[src/rtl/mux_pkg.sv]
// Shared definitions for the 4-channel collector: channel count, select tag type,
// output-register state encoding and a one-hot to index helper.
package mux_pkg;

  localparam int NUM_CH = 4;
  localparam int SEL_W  = 2;

  typedef logic [SEL_W-1:0] sel_t;

  typedef enum logic {
    ST_EMPTY = 1'b0,
    ST_FULL  = 1'b1
  } state_t;

  function automatic sel_t onehot_to_idx(input logic [NUM_CH-1:0] oh);
    sel_t idx;
    idx = '0;
    for (int i = 0; i < NUM_CH; i++) begin
      if (oh[i]) idx = idx | sel_t'(i);
    end
    return idx;
  endfunction

endpackage

[src/rtl/rr_arbiter4.sv]
// Four-way request arbiter. With MUX4_RR_EN defined it searches upward from ptr
// and wraps; otherwise it is fixed priority with channel 0 highest.
module rr_arbiter4
  import mux_pkg::*;
(
  input  logic [NUM_CH-1:0] req,
`ifdef MUX4_RR_EN
  input  sel_t              ptr,
  input  logic              advance,
  output sel_t              next_ptr,
`endif
  output logic [NUM_CH-1:0] grant,
  output sel_t              grant_idx
);

`ifdef MUX4_RR_EN
  sel_t cand;
  logic found;

  // NOTE: every signal written in a combinational block gets a default at the
  // top, so no path leaves it unassigned and no latch is inferred.
  always_comb begin
    grant_idx = '0;
    found     = 1'b0;
    cand      = '0;
    for (int k = 0; k < NUM_CH; k++) begin
      cand = ptr + sel_t'(k);
      if (!found && req[cand]) begin
        found     = 1'b1;
        grant_idx = cand;
      end
    end
    grant    = found ? (NUM_CH'(1) << grant_idx) : '0;
    next_ptr = advance ? sel_t'(grant_idx + sel_t'(1)) : ptr;
  end
`else
  // Lowest set bit wins: isolate it, then encode.
  always_comb begin
    grant     = req & ~(req - NUM_CH'(1));
    grant_idx = onehot_to_idx(grant);
  end
`endif

endmodule

[src/rtl/mux4_rr_collector.sv]
// Collects four valid/ready source channels into one registered output stream
// tagged with the source index. Define MUX4_RR_EN for round-robin arbitration.
module mux4_rr_collector
  import mux_pkg::*;
#(
  parameter int DATA_W = 8
) (
  input  logic                     clk,
  input  logic                     rst,
  input  logic                     Enable,
  input  logic [NUM_CH-1:0]        in_valid,
  input  logic [NUM_CH*DATA_W-1:0] in_data,
  output logic [NUM_CH-1:0]        in_ready,
  output logic                     out_valid,
  output logic [DATA_W-1:0]        out_data,
  output sel_t                     out_sel,
  input  logic                     out_ready
);

  state_t            state;
  logic              load_en;
  logic              accept;
  logic [NUM_CH-1:0] grant;
  sel_t              grant_idx;

`ifdef MUX4_RR_EN
  sel_t rr_ptr;
  sel_t next_ptr;
`endif

  rr_arbiter4 u_arb (
    .req       (in_valid),
`ifdef MUX4_RR_EN
    .ptr       (rr_ptr),
    .advance   (accept),
    .next_ptr  (next_ptr),
`endif
    .grant     (grant),
    .grant_idx (grant_idx)
  );

  // The register can take a new word when empty or when its word leaves this cycle.
  assign load_en   = (state == ST_EMPTY) || out_ready;
  assign accept    = Enable && load_en && (|in_valid) && !rst;
  assign in_ready  = grant & {NUM_CH{accept}};
  assign out_valid = (state == ST_FULL);

  // NOTE: sequential state uses non-blocking assignments so every register
  // samples pre-edge values regardless of statement order.
  always_ff @(posedge clk) begin
    if (rst) begin
      state    <= ST_EMPTY;
      out_data <= '0;
      out_sel  <= '0;
    end else begin
      case (state)
        ST_EMPTY: if (accept) state <= ST_FULL;
        ST_FULL:  if (out_ready && !accept) state <= ST_EMPTY;
        default:  state <= ST_EMPTY;
      endcase
      if (accept) begin
        out_data <= in_data[grant_idx*DATA_W +: DATA_W];
        out_sel  <= grant_idx;
      end
    end
  end

`ifdef MUX4_RR_EN
  always_ff @(posedge clk) begin
    if (rst) rr_ptr <= '0;
    else     rr_ptr <= next_ptr;
  end
`endif

endmodule

[config.mk]
export PLATFORM = sky130hd
export DESIGN_NAME = mux4_rr_collector
export DESIGN_NICKNAME = d
export VERILOG_FILES = /design/src/rtl/mux_pkg.sv /design/src/rtl/rr_arbiter4.sv /design/src/rtl/mux4_rr_collector.sv
export SDC_FILE = /design/constraint.sdc
export NUM_CORES = 1
export LEC_CHECK = 0
export ABC_AREA = 1
export CAP_MARGIN = 30
export CORE_MARGIN = 2
export CORE_UTILIZATION = 39
export CTS_BUF_LIST = sky130_fd_sc_hd__clkbuf_2 sky130_fd_sc_hd__clkbuf_4 sky130_fd_sc_hd__clkbuf_8
export DETAILED_ROUTE_END_ITERATION = 10
export HOLD_SLACK_MARGIN = 0.15
export PLACE_DENSITY_LB_ADDON = 0.1
export SLEW_MARGIN = 25
export SYNTH_ARGS = -nofsm -noshare
export SYNTH_HDL_FRONTEND = slang
export SYNTH_SLANG_ARGS = --single-unit
[constraint.sdc]
create_clock -name clk -period 2.15 [get_ports clk]
set_input_delay 0.645 -clock clk [delete_from_list [all_inputs] [get_ports clk]]
set_output_delay 0.645 -clock clk [all_outputs]
set_load 0.005 [all_outputs]
Word-level counts from Yosys, hierarchy flattened
Index checks and enable logic that the tools add are counted.
{"block": "totals", "reg_bits": 11, "output_inout_bits": 15, "word_cells": 23}
{"block": "classes", "add_sub_neg": 1, "shifts": 1, "n_mux": 6, "n_bitwise": 4, "n_reduce_logical": 8}
{"cell": "$shiftx A32 B6 Y8", "n": 1}
{"cell": "$and A4 B4 Y4", "n": 2}
{"cell": "$logic_and A1 B1 Y1", "n": 4}
{"cell": "$mux W2", "n": 2}
{"cell": "$not A4 Y4", "n": 1}
{"cell": "$reduce_or A4 Y1", "n": 1}
{"cell": "$sub A4 B1 Y4 const B", "n": 1}
{"cell": "$mux W1", "n": 3}
{"cell": "$logic_not A1 Y1", "n": 2}
{"cell": "$pmux W1 S2", "n": 1}
{"cell": "$logic_or A1 B1 Y1", "n": 1}
{"cell": "$not A1 Y1", "n": 1}

Depth between registers and ports, before layout
Gate-level depths: netlist of run 1.
{"block": "depth", "word_depth": 9, "mapped_depth": 10, "mapped_depth_nobuf": 9}

Modules after synthesis
From an unflattened synthesis of run 1, not the netlist that was laid out.
{"block": "unflattened", "cells_unflattened": 188, "area_unflattened_um2": 987.2}
{"module": "mux4_rr_collector", "instances": 1, "cells_each": 175, "area_per_inst_um2": 927.1, "seq_area_each_um2": 220.2}
{"module": "rr_arbiter4", "instances": 1, "cells_each": 13, "area_per_inst_um2": 60.1, "seq_area_each_um2": 0.0}

Worst setup path before layout of run 1
OpenSTA, ideal clock, no wires.
{"block": "synth_path", "kind": "in2out", "startpoint": "input port out_ready", "endpoint": "output port in_ready[1]", "t_arrival_ns": 1.277, "setup_slack_ns": 0.228, "path_stages": 7, "path_buffers": 1, "path_cell_list": "inv_1 > nand2_1 > nand4_4 > inv_4 > buf_6 > nand3_1 > inv_1"}
{"block": "synth_between", "elab_chain_cells": 5}
{"element": "start, declared", "line_no": "mux4_rr_collector.sv:17", "text": "input logic out_ready"}
{"element": "$logic_or A1 B1 Y1", "line_no": "mux4_rr_collector.sv:43", "text": "assign load_en = (state == ST_EMPTY) || out_ready;"}
{"element": "$logic_and A1 B1 Y1 (3 in series)", "line_no": "mux4_rr_collector.sv:44", "text": "assign accept = Enable && load_en && (|in_valid) && !rst;"}
{"element": "$and A4 B4 Y4", "line_no": "mux4_rr_collector.sv:45", "text": "assign in_ready = grant & {NUM_CH{accept}};"}
{"element": "end, declared", "line_no": "mux4_rr_collector.sv:13", "text": "output logic [NUM_CH-1:0] in_ready,"}
Every way passes these cells.

Final worst setup path of run 1
{"block": "layout_path", "startpoint": "input port in_valid[2]", "endpoint": "output port in_ready[1]"}
{"block": "layout_between", "elab_chain_cells": 4}
{"element": "start, declared", "line_no": "mux4_rr_collector.sv:11", "text": "input logic [NUM_CH-1:0] in_valid,"}
{"element": "$reduce_or A4 Y1", "line_no": "mux4_rr_collector.sv:44"}
{"element": "$logic_and A1 B1 Y1 (2 in series)", "line_no": "mux4_rr_collector.sv:44"}
{"element": "$and A4 B4 Y4", "line_no": "mux4_rr_collector.sv:45"}
Every way passes these cells.

==> results of run 1 <==
[cell usage after synthesis]
cell / instances
buf_4: 1
buf_6: 2
inv_4: 1
inv_1: 36
dfxtp_1: 11
a21oi_2: 1
nor2_2: 1
nand4_4: 1
nor2_1: 30
buf_2: 1
nand2_2: 3
a21oi_1: 16
nor2_4: 1
o21ai_0: 2
nand2_1: 52
inv_2: 2
o21ai_2: 1
nand2_4: 1
nand3_1: 9
[registers in the layout (all words and copies together), names as in the netlist]
name,count
out_sel,2
out_valid,1
out_data,8
[worst min-delay path by stage]
stage | startpoint | slack (ns) | end | cells past startpoint
global placement | out_sel[1] | 0.46 | out_sel[1] | 2
CTS | out_sel[1] | 0.48 | out_sel[1] | 2
detailed placement | out_sel[1] | 0.47 | out_sel[1] | 2
finish | out_sel[1] | 0.48 | out_sel[1] | 2
floorplan | out_sel[1] | 0.47 | out_sel[1] | 2
global route | out_sel[1] | 0.49 | out_sel[1] | 2
[report_power, final]
group	internal (mW)	leakage, nW	switching (mW)
Sequential	0.225	0.0915	0.0107
Clock	0.0845	0.0184	0.0666
Combinational	0.163	0.813	0.114
Total	0.472	0.923	0.191
[per-stage QoR]
stage / utilization, % / setup TNS (ns) / std cells
3_3_place_gp: 71.9 / -2.90 / 266
2_1_floorplan: - / 0 / 172
4_1_cts: 74.3 / 0 / 274
5_1_grt: 74.5 / 0 / 275
3_5_place_dp: 71.9 / -3.66 / 266
6_report: 74.5 / 0 / 275
[layout make-up]
type / count / share of cell area, %
multi-input cells: 118 / 32.7
well taps: 28 / 2.11
clock buffers: 4 / 1.81
repair buffers: 75 / 41.2
flip-flops and latches: 11 / 13.2
inverters: 39 / 8.95
[layer usage]
metal	vias up	global-route usage, %	part of all wire (%)
met3	7	5.65	7.1
met5	-	0	0
met4	0	6.84	1.8
met2	55	46.0	53
li1	656	-	-
met1	572	24.9	39
[worst max-delay path, stage by stage]
cell             delay [ns]
clkdlybuf4s15_1        0.19
nor2_2                 0.11
nand2_2                0.08
nand4_4                0.07
buf_6                  0.12
inv_4                  0.03
nand3_2                0.04
inv_1                  0.04
buf_2                  0.11
[kinds of logic (layout without fill, tap and decap cells)]
family,Yosys count,after routing,share of synthesized area [%]
simple gates,98,98,45.2
buf+inv,43,118,19.7
compound gates,20,20,11.5
flops,11,11,23.6
[repair_timing]
action | in CTS | in global routing
resized for setup | 33 | 5
buffers inserted | 4 | 1
setup endpoints to repair | 4 | 2
hold buffers | 0 | 0
pin swaps | 5 | 4
[cell usage in the layout, fill, tap and decap left out]
cell type	instances
buf_2	5
clkdlybuf4s15_2	1
clkbuf_2	1
nand2_4	1
nand2_2	4
buf_4	19
clkbuf_4	4
o21ai_2	1
inv_4	1
o21ai_0	2
nand3_1	8
inv_1	36
nor2_4	2
nand2_1	51
nand3_2	1
dlygate4sd2_1	1
nor2_1	29
dfxtp_1	11
buf_6	1
inv_2	2
nor2_2	1
clkdlybuf4s50_1	43
a21oi_1	16
a21oi_2	1
buf_12	1
nand4_4	1
clkdlybuf4s15_1	3
==> out/metrics.csv, run 1 <==
metric;value;unit
WHS;0.479;ns
I/O pin total;55;
die span in x;52.9;um
ANT cells;0;
worst-path fanout max;3;
Area after DPL;0.00161;mm^2
area of the mapped netlist;933;um^2
HP Class;flip-flop to flip-flop;
Total Routing Usage GR;23.7;%
Buffers on Ports;54;
DP HPWL;2.34;mm
Max-cap violations;0;
pwr dens;399;mW/mm^2
status;completed;
RSZ-0062 raised after global routing;false;
final worst-path cycle share;97.0;%
Slew HR;84.3;%
Synth Register Bits;11;
Synth top area share;23.6;%
skew final;0.00300;ns
Worst VDD drop;0.000438;V
Initial DRC Count;23;
Critical Path RT;1.50;ns
slack of the critical path;0.0655;ns
worst-margin pin slew;0.235;ns
Crit Reg-Reg Endpoint;out_data[7];
Final ANT Viol Nets;0;
initial core utilization;41.8;%
Rows;17;
Post-Syn Nets;212;
final hold viol count;0;
Synth area leaders;dfxtp_1, nand2_1, inv_1, nor2_1, a21oi_1;
synth unique cells;19;
Die ar.;0.00280;mm^2
nets@finish;288;
clock-pin slew on the worst setup and hold paths;0.07;ns
synth warn;0;
root buffer cell;clkbuf_4;
WP data arrival;1.44;ns
CP Capture Type;output pin;
gr ovfl total;0;
Multi-input gate area;544;um^2
setup violators final;0;
CTS Buf Count;3;
r2r worst-path depth;9;
Syn-to-layout area delta;78.1;%
CTS sink cnt;11;
vias in the first global route;1207;
design area;0.00166;mm^2
Avg WL per Cell;10.7;um
Fillers;208;
Placeable Area;0.00223;mm^2
Placement Setup Slack;-0.619;ns
CP Class;input port to output pin;
share of cells above drive strength 1;19.0;%
Critical Path End;in_ready[1];
CTS tree;done;
largest net degree at the start of global routing;19;
via count;1290;
post-synthesis instance total;172;
Worst R2R Setup Slack;0.75;ns
Avg Cell Area, Syn;5.43;um^2
H-tree levels;1;
initial antenna violation count;0;
largest area contributor in the netlist;dfxtp_1;
Worst R2R Start;out_valid;
Max Slew Vio Count;0;
Tmin final;2.08;ns
global-route wire length before repair;4.85;mm
max frequency;480;MHz
Startpoint Class;input port;
Max clock buf depth;2;
Static Leak;0.923;nW
average via count per standard cell;4.69;
drt drc;0;
Tot Pwr;663;uW
drt pass-1 iters;4;
final WL;2.95;mm
GP Congestion;0.818;
sequential area share after synthesis;23.6;%
crit path from;in_valid[2];
die height;52.9;um
latest clock arrival within the worst-skew pair;0.27;ns
Sequential Area;220;um^2
Power figures use the tool's default switching activity.
==> run 2, diff against run 1 <==
CTS_CLUSTER_DIAMETER = 60   (was unset)
CTS_CLUSTER_SIZE = 10   (was unset)
TNS_END_PERCENT = 50   (was unset)
==> results of run 2 <==
The final DEF is identical to that of run 1; final timing and power are the same.
==> run 3, diff against run 2 <==
ABC_AREA = 0   (was 1)
==> run 3 against run 2 <==
Critical path depth decreased by 2. Register-to-register slack got worse by 0.12 ns. Hold slack got worse by 0.0090 ns. Clock skew decreased by 0.0020 ns. Maximum frequency decreased by 1.4%. Die area increased by 3.5%.
==> out/metrics.csv, run 3 <==
metric;value;unit;change
die span in x;53.8;um;+1.7%
CTS sink cnt;11;;unchanged
Syn-to-layout area delta;71.1;%;
synth warn;0;;unchanged
Initial DRC Count;15;;-35%
post-synthesis instance total;117;;-32%
DP HPWL;2.22;mm;-5.2%
nets@finish;215;;-25%
GP Congestion;0.836;;+2.2%
Final ANT Viol Nets;0;;unchanged
die height;53.8;um;+1.7%
Sequential Area;220;um^2;unchanged
vias in the first global route;998;;-17%
Placeable Area;0.00241;mm^2;+7.9%
Avg WL per Cell;13.8;um;+29%
design area;0.00166;mm^2;-0.38%
CP Capture Type;output pin;;
Max clock buf depth;2;;unchanged
Startpoint Class;input port;;
Slew HR;72.5;%;-12 points
Rows;18;;+1
status;completed;;
top cells by count, synth;a21oi_1, nand3b_1, dfxtp_1, nand2_1;;
synth unique cells;25;;+6
Post-Syn Nets;157;;-26%
final design utilization;68.7;%;-5.7 points
largest net degree at the start of global routing;27;;+8
Fillers;198;;-4.8%
final worst-path cycle share;98.3;%;+1.4 points
most frequent cells in the layout;clkdlybuf4s50_1, a21oi_1, nand3b_1;;
area of the mapped netlist;968;um^2;+3.8%
gr ovfl total;0;;unchanged
Buffers on Ports;54;;unchanged
Worst VDD drop;0.000350;V;-20%
ANT cells;0;;unchanged
sequential area share after synthesis;22.7;%;-0.85 points
Total Routing Usage GR;20.4;%;-3.4 points
Primary FF master, synth;dfxtp_1;;
root buffer cell;clkbuf_4;;
pwr dens;396;mW/mm^2;-0.72%
largest register by flop count;out_data;;
max frequency;473;MHz;-1.4%
Die ar.;0.00290;mm^2;+3.5%
EDFF count, synth;0;;unchanged
initial antenna violation count;0;;unchanged
I/O pin total;55;;unchanged
drt drc;0;;unchanged
CP Class;input port to output pin;;
CTS Buf Count;3;;unchanged
WP data arrival;1.47;ns;+0.03 ns
most frequently used cell type in the post-synthesis netlist;a21oi_1;;
Static Leak;0.584;nW;-37%
Multi-input gate area;736;um^2;+35%
share of cells above drive strength 1;28.2;%;+9.1 points
RSZ-0062 raised after global routing;true;;
worst-margin pin slew;0.411;ns;+0.176 ns
worst-path fanout max;3;;unchanged
clock-pin slew on the worst setup and hold paths;0.06;ns;about the same
Avg Cell Area, Syn;8.28;um^2;+53%
commonest non-fill, non-tap cell in the layout;clkdlybuf4s50_1;;
cts hold-fix bufs;0;;unchanged
latest clock arrival within the worst-skew pair;0.27;ns;about the same
H-tree levels;1;;unchanged
Tot Pwr;656;uW;-1.1%
setup violators final;0;;unchanged
Synth Register Bits;11;;unchanged
drt pass-1 iters;4;;unchanged
TNS Setup;0;ns;unchanged
Synth area leaders;dfxtp_1, a2111oi_2, nand3b_1, a21oi_1, nor3_2;;
Max-cap violations;0;;unchanged
average via count per standard cell;5.41;;+15%
HP Class;flip-flop to flip-flop;;
via count;1104;;-14%
CTS tree;done;;
Max Slew Vio Count;0;;unchanged
Synth top area share;22.7;%;-0.85 points
Synth async-reset ratio;0;%;unchanged
Area after DPL;0.00155;mm^2;-3.8%
Critical Path RT;1.50;ns;about the same
WHS;0.470;ns;-0.00904 ns
final hold viol count;0;;unchanged
initial core utilization;40.2;%;-1.6 points
skew final;0.000958;ns;-0.00205 ns
global-route wire length before repair;4.25;mm;-12%
Tmin final;2.11;ns;+0.0295 ns
final WL;2.82;mm;-4.3%
largest area contributor in the netlist;dfxtp_1;;
Largest register FFs;8;;unchanged
-- run 3: final timing paths --
| check | slack [ns] | to | depth (start not counted) | start |
|---|---|---|---|---|
| min reg2reg | 0.47 | out_sel[0] | 2 | out_sel[0] |
| max | 0.04 | in_ready[2] | 7 | out_ready |
| max reg2reg | 0.63 | out_data[6] | 5 | out_valid |
| min | 0.47 | out_sel[0] | 2 | out_sel[0] |
-- run 3: final cells by class --
class | count | share of cell area [%]
multi-input cells | 91 | 44.4
repair buffers | 67 | 38.0
flip-flops and latches | 11 | 13.3
well taps | 30 | 2.27
clock buffers | 4 | 1.81
inverters | 1 | 0.227
-- run 3: per-stage QoR --
step | std cells | setup slack [ns]
5_1_grt | 204 | -0.0177
6_report | 204 | 0.0360
2_1_floorplan | 117 | 0.0877
3_5_place_dp | 199 | -0.651
3_3_place_gp | 199 | -0.598
4_1_cts | 204 | 0.00709
-- run 3: routing by layer --
layer / track usage [%] / share of wire [%] / vias up
li1: - / - / 557
met1: 23.2 / 42 / 502
met2: 36.2 / 51 / 38
met3: 3.06 / 4.3 / 7
met4: 10.7 / 3.2 / 0
met5: 0 / 0 / -
-- run 3: repair_timing --
item / CTS / global route
setup endpoints to repair: 14 / 11
gates resized for setup: 26 / 10
endpoints found under the hold margin: 0 / 0
pin swaps: 3 / 2
setup buffers: 1 / 0
-- run 3: critical path, cell delays in order --
cell and delay, ns:
clkdlybuf4s15_1 0.17, nand2b_4 0.15, nand2_4 0.08, nor2_4 0.03, buf_4 0.13, and3_4 0.15
buf_2 0.12
-- run 3: power by group --
| part | switching [mW] | leakage [nW] | internal (mW) |
|---|---|---|---|
| registers | 0.0118 | 0.0911 | 0.221 |
| clock network | 0.0678 | 0.0184 | 0.0846 |
| logic | 0.110 | 0.475 | 0.161 |
-- run 3: cell families after synthesis --
logic type,Yosys count,share of synthesized area (%)
DFF,11,22.7
buffers and inverters,15,9.82
AOI/OAI and AO/OA,36,28.0
and+or+nand+nor,55,39.4
